`src/rtl/ex_muldiv_seq.sv`:
```
// ex_muldiv_seq: iterative MULT/MULTU/DIV/DIVU sequencer attached to EX.
// One shift-add (multiply) or restoring-subtract (divide) step per clock, then a
// sign fixup that commits the 2*NB_DATA-bit result to HI/LO.
// Build option: define MULDIV_DIV_EN to include the divide path; without it,
// divide ops complete in one cycle and leave HI/LO untouched.
module ex_muldiv_seq #(
  parameter int unsigned NB_DATA = 32,
  parameter int unsigned NB_CNT  = 6,
  parameter int unsigned NB_OP   = 2
) (
  input  logic               i_clk,
  input  logic               i_rst_n,
  input  logic               i_start,
  input  logic [NB_OP-1:0]   i_op,
  input  logic [NB_DATA-1:0] i_data_a,
  input  logic [NB_DATA-1:0] i_data_b,
  input  logic               i_flush,
  output logic               o_busy,
  output logic               o_stall,
  output logic               o_done,
  output logic               o_div_by_zero,
  output logic [NB_DATA-1:0] o_hi,
  output logic [NB_DATA-1:0] o_lo
);

  typedef enum logic [1:0] {StIdle, StRun, StFixup, StDone} state_e;

  localparam logic [NB_CNT-1:0] CntInit = NB_CNT'(NB_DATA);
  localparam logic [NB_CNT-1:0] CntLast = NB_CNT'(1);

  state_e               state_q, state_d;
  logic [NB_CNT-1:0]    cnt_q, cnt_d;
  // Multiply: {upper sum, multiplier}. Divide: {remainder, quotient}.
  logic [2*NB_DATA-1:0] acc_q, acc_d;
  // Multiplicand or divisor magnitude.
  logic [NB_DATA-1:0]   opnd_q, opnd_d;
  // Product sign (multiply) or quotient sign (divide).
  logic                 neg_res_q, neg_res_d;
  logic [NB_DATA-1:0]   hi_q, hi_d, lo_q, lo_d;

  logic                 op_signed, op_div;
  logic [NB_DATA-1:0]   mag_a, mag_b;
  logic [NB_DATA:0]     mul_sum;
  logic [2*NB_DATA-1:0] mul_next, prod_fix;

  assign op_signed = ~i_op[0];
  assign op_div    = i_op[1];
  assign mag_a     = (op_signed && i_data_a[NB_DATA-1]) ? -i_data_a : i_data_a;
  assign mag_b     = (op_signed && i_data_b[NB_DATA-1]) ? -i_data_b : i_data_b;

  // Extra carry bit keeps the add exact before the right shift.
  assign mul_sum  = {1'b0, acc_q[2*NB_DATA-1:NB_DATA]} + (acc_q[0] ? {1'b0, opnd_q} : '0);
  assign mul_next = {mul_sum, acc_q[NB_DATA-1:1]};
  assign prod_fix = neg_res_q ? -acc_q : acc_q;

`ifdef MULDIV_DIV_EN
  logic                 is_div_q, is_div_d;
  logic                 neg_rem_q, neg_rem_d;
  logic                 dbz_q, dbz_d;
  logic [NB_DATA:0]     div_trial;
  logic [2*NB_DATA-1:0] div_next;
  logic [NB_DATA-1:0]   quo_fix, rem_fix;

  // Trial subtract on the shifted remainder, including the bit shifted out of its top.
  assign div_trial = acc_q[2*NB_DATA-1:NB_DATA-1] - {1'b0, opnd_q};
  assign div_next  = div_trial[NB_DATA] ? {acc_q[2*NB_DATA-2:0], 1'b0}
                                        : {div_trial[NB_DATA-1:0], acc_q[NB_DATA-2:0], 1'b1};
  // With a zero divisor the remainder ends up as |a|, so the normal fixup restores a.
  assign quo_fix = dbz_q ? '1 :
                   (neg_res_q ? -acc_q[NB_DATA-1:0] : acc_q[NB_DATA-1:0]);
  assign rem_fix = neg_rem_q ? -acc_q[2*NB_DATA-1:NB_DATA] : acc_q[2*NB_DATA-1:NB_DATA];
`endif

  // Next-state and datapath update.
  always_comb begin
    state_d   = state_q;
    cnt_d     = cnt_q;
    acc_d     = acc_q;
    opnd_d    = opnd_q;
    neg_res_d = neg_res_q;
    hi_d      = hi_q;
    lo_d      = lo_q;
`ifdef MULDIV_DIV_EN
    is_div_d  = is_div_q;
    neg_rem_d = neg_rem_q;
    dbz_d     = dbz_q;
`endif
    unique case (state_q)
      StIdle: begin
        if (i_start && !i_flush) begin
`ifdef MULDIV_DIV_EN
          state_d   = StRun;
          cnt_d     = CntInit;
          is_div_d  = op_div;
          acc_d     = {{NB_DATA{1'b0}}, op_div ? mag_a : mag_b};
          opnd_d    = op_div ? mag_b : mag_a;
          neg_res_d = op_signed && (i_data_a[NB_DATA-1] ^ i_data_b[NB_DATA-1]);
          neg_rem_d = op_signed && i_data_a[NB_DATA-1];
          dbz_d     = op_div && (i_data_b == '0);
`else
          if (op_div) begin
            state_d = StDone;
          end else begin
            state_d   = StRun;
            cnt_d     = CntInit;
            acc_d     = {{NB_DATA{1'b0}}, mag_b};
            opnd_d    = mag_a;
            neg_res_d = op_signed && (i_data_a[NB_DATA-1] ^ i_data_b[NB_DATA-1]);
          end
`endif
        end
      end
      StRun: begin
        if (i_flush) begin
          state_d = StIdle;
        end else begin
          cnt_d = cnt_q - CntLast;
`ifdef MULDIV_DIV_EN
          acc_d = is_div_q ? div_next : mul_next;
`else
          acc_d = mul_next;
`endif
          if (cnt_q == CntLast) state_d = StFixup;
        end
      end
      StFixup: begin
        if (i_flush) begin
          state_d = StIdle;
        end else begin
          state_d = StDone;
`ifdef MULDIV_DIV_EN
          if (is_div_q) begin
            hi_d = rem_fix;
            lo_d = quo_fix;
          end else begin
            hi_d = prod_fix[2*NB_DATA-1:NB_DATA];
            lo_d = prod_fix[NB_DATA-1:0];
          end
`else
          hi_d = prod_fix[2*NB_DATA-1:NB_DATA];
          lo_d = prod_fix[NB_DATA-1:0];
`endif
        end
      end
      StDone:  state_d = StIdle;
      default: state_d = StIdle;
    endcase
  end

  // State and datapath registers.
  always_ff @(posedge i_clk or negedge i_rst_n) begin
    if (!i_rst_n) begin
      state_q   <= StIdle;
      cnt_q     <= '0;
      acc_q     <= '0;
      opnd_q    <= '0;
      neg_res_q <= 1'b0;
      hi_q      <= '0;
      lo_q      <= '0;
`ifdef MULDIV_DIV_EN
      is_div_q  <= 1'b0;
      neg_rem_q <= 1'b0;
      dbz_q     <= 1'b0;
`endif
    end else begin
      state_q   <= state_d;
      cnt_q     <= cnt_d;
      acc_q     <= acc_d;
      opnd_q    <= opnd_d;
      neg_res_q <= neg_res_d;
      hi_q      <= hi_d;
      lo_q      <= lo_d;
`ifdef MULDIV_DIV_EN
      is_div_q  <= is_div_d;
      neg_rem_q <= neg_rem_d;
      dbz_q     <= dbz_d;
`endif
    end
  end

  assign o_busy  = (state_q != StIdle);
  assign o_stall = (state_q == StRun) || (state_q == StFixup);
  assign o_done  = (state_q == StDone);
  assign o_hi    = hi_q;
  assign o_lo    = lo_q;
`ifdef MULDIV_DIV_EN
  assign o_div_by_zero = (state_q == StDone) && dbz_q;
`else
  assign o_div_by_zero = 1'b0;
`endif

endmodule

```
`config.mk`:
```
export PLATFORM = sky130hd
export DESIGN_NAME = ex_muldiv_seq
export DESIGN_NICKNAME = d
export VERILOG_FILES = /design/src/rtl/ex_muldiv_seq.sv
export SDC_FILE = /design/constraint.sdc
export NUM_CORES = 1
export LEC_CHECK = 0
export CORE_MARGIN = 2
export CORE_UTILIZATION = 61
export DETAILED_ROUTE_END_ITERATION = 7
export GPL_TIMING_DRIVEN = 0
export PLACE_DENSITY = 0.95
export SYNTH_ARGS = -nofsm -noshare
export SYNTH_HDL_FRONTEND = slang
export SYNTH_SLANG_ARGS = --single-unit
```
`constraint.sdc`:
```
create_clock -name i_clk -period 5.4 [get_ports i_clk]
set_clock_uncertainty 0.2 [all_clocks]
set_input_delay 0.81 -clock i_clk [delete_from_list [all_inputs] [get_ports i_clk]]
set_output_delay 0.81 -clock i_clk [all_outputs]
set_load 0.1 [all_outputs]
```
# --- Word-level counts from Yosys, hierarchy flattened ---
# Cells that the tools add are included.
totals:
  word_cells: 55
  ff_bits: 169
  in_bits: 70
  output_inout_bits: 68
classes:
  n_bitwise: 4
  n_eq_ne: 8
  n_mux: 18
  reduce_logical: 13
  n_addsub: 5
ops:
  columns: ["operator", "count"]
  rows:
  - ["$mux 64", 4]
  - ["$pmux 64 s2", 1]
  - ["$mux 32", 3]
  - ["$neg 32->32", 2]
  - ["$neg 64->64", 1]
  - ["$add 32x32->33", 1]
  - ["$mux 6", 3]
  - ["$pmux 6 s2", 1]
  - ["$mux 2", 5]
  - ["$pmux 2 s4", 1]
  - ["$eq 6x1->1 const B", 1]
  - ["$ne 2x2->1 const B", 3]
  - ["$sub 6x1->6 const B", 1]
  - ["$eq 2x2->1 const B", 2]
  - ["$logic_and 1x1->1", 4]
  - ["$reduce_and 2->1", 2]
  - ["$reduce_and 4->1", 1]
  - ["$reduce_bool 2->1", 2]
  - ["$ne 3x3->1 const B", 1]
  - ["$not 1->1", 3]
  - ["$reduce_and 3->1", 1]
  - ["$eq 2x1->1 const B", 1]
  - ["$logic_not 2->1", 1]
  - ["$logic_not 1->1", 1]
  - ["2 further kinds", 2]

# --- Longest topological paths before layout ---
logic_depth:
  ltp_word: 6
  depth_mapped: 13
  depth_no_buf: 11

# --- Worst setup path before layout ---
# No wires, ideal clock.
synth_path:
  kind: "reg2reg"
  from: "register acc_q[0]"
  to: "register acc_q[51]"
  setup_ns: 0.147
  setup_slack_ns: 2.180
  synth_period_minus_slack_ns: 3.220
  stages_incl_launch_ff: 14
  required_ns: 5.053
  path_buffers: 2
  t_arrival_ns: 2.873
  cell_sequence: "dfrtp_1 > clkbuf_1 > clkbuf_1 > and2_1 > ha_1 > inv_1 > fa_1 > nor2b_1 > o211ai_1 > a21oi_1 > o211ai_1 > a2111oi_0 > mux2i_1 > o311ai_0"
synth_via:
  elab_chain_cells: 4
synth_rtl:
  columns: ["element", "line", "text"]
  rows:
  - ["from (decl)", "34", "logic [2*NB_DATA-1:0] acc_q, acc_d;"]
  - ["from (signal assigned)", "155", "acc_q <= '0;"]
  - ["from (signal assigned)", "168", "acc_q <= acc_d;"]
  - ["$mux 32", "52", "assign mul_sum = {1'b0, acc_q[2*NB_DATA-1:NB_DATA]} + (acc_q[0] ? {1'b0, opnd_q} : '0);"]
  - ["$add 32x32->33", "52", null]
  - ["$mux 64", "114", "if (i_flush) begin"]
  - ["$pmux 64 s2", "88", "unique case (state_q)"]
# Every way passes these cells. The select of a mux whose other input is x is not followed.
# A chain may end at the register's enable or synchronous reset.

# --- Worst setup path in the final report ---
layout_path:
  from: "register acc_q[0]"
  to: "register acc_q[57]"
# Same word-level chain as after synthesis.

==> metrics.txt <==
run status completed; worst setup path endpoint acc_q[57]; hold buffer count at CTS 0; half-perimeter wire length of the detailed placement result 24300 um; via count of the first global-routing pass 10165; worst-case reg-to-reg path depth 13; highest attainable clock frequency between 200 and 250 MHz; cell area after layout 13300 um^2; Post-route DRC 0; Yosys Warn Count 0; Final Critical Period 4.39 ns; Tot GR Track Use 0.321; antenna violations before repair 1; Setup-failing EPs final 0; starting DRC count in detailed routing roughly 1300; Rows 49; Synth Register Bits roughly 170; Starting Density 0.619; R2R Path Start acc_q[0]; required time reported for the critical path endpoint between 5 and 6 ns; # IOs 138; largest area contributor in the netlist dfrtp_1; worst-case clock buffer depth 2; fraction of power consumed by the clock network 0.154; ys async rst share 1.00; power dissipated by switching net loads 4.08 mW; path category of the worst min-delay check in2async; register-to-register setup slack 1.01 ns; top cell type's share of synthesized area 0.382; worst slew slack as a fraction of its limit 0.265; routed length per placed instance 18.4 um; proportion of layout cells with a drive suffix above 1 0.0339; category of the most critical setup path reg2reg; clock slew at the register clock pins of the worst setup and hold paths 0.07 ns; post-synth net total 1417; pwr dens 582 nW/um^2; number of synthesized flops with an enable pin 0; Post-Syn Instances 1305; mean instance size in the synthesized netlist 8.49 um^2; leftover overflow at the end of global routing 0; max-capacitance violation count 0; RSZ-0062 raised after global routing false; Max H-tree Level 4; number of iterations in the first detailed-routing pass 7; period utilisation layout 0.813; peak fanout along the critical path 10; post-CTS setup-driven buffer insertion count 0; core area 17900 um^2; number of fill cells in the layout 1326; clock tree from TritonCTS done; post-CTS resize count 0; GP Congestion 0.941; Clock Sinks 169; transition time at the pin with the least slew margin 1.09 ns; global-route wire length before repair 50300 um; synth unique cells between 70 and 80; proportion of synthesized chip area in sequential cells 0.382; switching power share of the total 0.527; floorplan die width 139 um; area of the die 19300 um^2; total CTS buffers 17; wirelength, routed 31300 um; cell internal power dissipation 3.67 mW; aggregate negative setup slack 0 ns; final hold violation count 0; arrival time of the worst setup path 4.49 ns; layout overhead on the synthesized area 20.2%; post-DR vias/cell about 6.3; number of nets in the layout roughly 1600; maximum number of pins on one net before global-route repair roughly 110; Clock Latency Late Sink 0.44 ns; combinational share of power 0.550; CTS Root Buffer Type clkbuf_16; DRT antenna net count 0; endpoint class of the critical path flip-flop; most common flop cell mapped by yosys dfrtp_1; cell area after technology mapping 11100 um^2; sequential power share 0.296; number of buffers inserted by port buffering ~140; DR vias 10782; die extent in y 139 um; number of diodes 0; highest ir drop seen on vdd 0.555 mV; largest cells by area after synthesis dfrtp_1 (38%), o21ai_0 (8.5%), nand2_1 (6.8%); Post-DP Area 12700 um^2; end of the worst register-to-register path acc_q[57]; leakage 5.52 nW; total count of max-transition violations in the final report 0; Worst Hold Margin about 0.082 ns; Critical Path Start Type flip-flop; beginning of the critical path acc_q[0]
==> stage by stage <==
stage	total power [mW]	instances	util	setup WS, ns
after floorplan	5.31	1305	-	2.18
after global placement	6.33	1669	0.710	-3.12
after detailed placement	6.49	1670	0.712	1.20
after CTS	7.69	1702	0.744	1.13
after global routing	8.14	1702	0.744	0.713
final	7.75	1702	0.744	1.01
==> synthesized netlist by cell type, drive strengths merged, types with 3 or more instances <==
master and count:
clkbuf 64, a31oi 18, nor2 59, xnor2 57, nor4 18, buf 9, nand3 14, o221ai 4
nor2b 9, a222oi 7, a22oi 23, a221oi 3, o21ai 191, or2 5, nand4b 3, o21a 4
a22o 3, a21o 13, o21bai 4, ha 41, nor3 24, nand2b 11, and2 36, a211oi 10
a21oi 54, o31ai 24, nand4 14, inv 31, or4 13, and3 5, xor2 79, nand3b 3
o31a 3, dfrtp 169, or3 24, mux2i 6, nand2 201, o41ai 11, o211ai 8
==> cell families (layout without fill, tap and decap cells) <==
kind of cell               Yosys count  in the layout  share of synthesized area
and+or+nand+nor                    445            445                      0.196
AOI/OAI and AO/OA                  401            401                      0.223
DFF                                169            169                      0.382
xor gates and xnor gates           136            136                      0.108
buffers and inverters              104            272                     0.0363
adders and majority gates           42             42                     0.0481
muxes                                7              7                    0.00644
other                                1              1                   0.000338
==> critical path, cell delays in order (launching register included) <==
cell and delay, ns:
dfrtp_1 0.33, clkbuf_1 0.56, clkbuf_1 0.30, and2_1 0.24, ha_1 0.22, inv_1 0.07, fa_1 0.40, nor2b_1 0.18
o211ai_1 0.16, a2111oi_0 0.51, nor2_1 0.16, o21ai_0 0.55, a311o_1 0.28, nand3_1 0.09
==> cell usage in the layout, fill, tap and decap left out, types with 22 or more instances in the layout <==
master and n:
nor2_1 59, dfrtp_1 169, xnor2_1 57, nor3_1 24, ha_1 41, inv_1 31, and2_1 35, xor2_1 79
a22oi_1 23, clkdlybuf4s50_1 134, a21oi_1 54, o31ai_1 24, o21ai_0 188, nand2_1 201, or3_1 22, clkbuf_1 65
==> layout make-up <==
type,instances,area [um^2],area share
buffer,73,285,0.0214
clock buffer,20,457,0.0343
clock inverter,12,115,0.00864
inverter,31,116,0.00873
multi-input combinational,1032,6450,0.484
sequential,169,4230,0.317
tap,229,287,0.0215
timing repair buffer,136,1380,0.104
==> power groups by stage <==
stage | Combinational, mW | Clock [mW] | Sequential [mW]
6_report | 4.26 | 1.20 | 2.29
5_1_grt | 4.54 | 1.25 | 2.35
4_1_cts | 4.23 | 1.19 | 2.27
3_5_place_dp | 4.20 | 0 | 2.29
3_3_place_gp | 4.09 | 0 | 2.25
2_1_floorplan | 1.90 | 0 | 3.41
==> registers in the layout (all words and copies together) (netlist names) <==
name and flops:
state_q 2, o_hi 32, acc_q 64, o_lo 32, cnt_q 6, opnd_q 32
neg_res_q 1
==> worst min-delay path by stage <==
stage                     startpoint    endpoint  slack, ns  cells past startpoint
final                        i_rst_n  opnd_q[12]       0.08                      1
after global routing         i_rst_n  opnd_q[12]       0.12                      1
after CTS                    i_rst_n  opnd_q[12]        0.1                      1
after floorplan           opnd_q[31]  opnd_q[31]       0.24                      2
after global placement    opnd_q[24]  opnd_q[24]       0.26                      2
after detailed placement  opnd_q[19]  opnd_q[19]       0.27                      2
==> per-layer routing <==
| layer | part of all wire | wire [um] | track usage | up-vias |
|---|---|---|---|---|
| met5 | 0.00042 | 13 | 0 | - |
| met4 | 0.029 | 894 | 0.120 | 2 |
| met3 | 0.093 | 2910 | 0.0535 | 90 |
| met2 | 0.48 | 14900 | 0.529 | 593 |
| met1 | 0.40 | 12600 | 0.430 | 5099 |
| li1 | - | - | - | 4998 |
(Power assumes the default switching activity.)
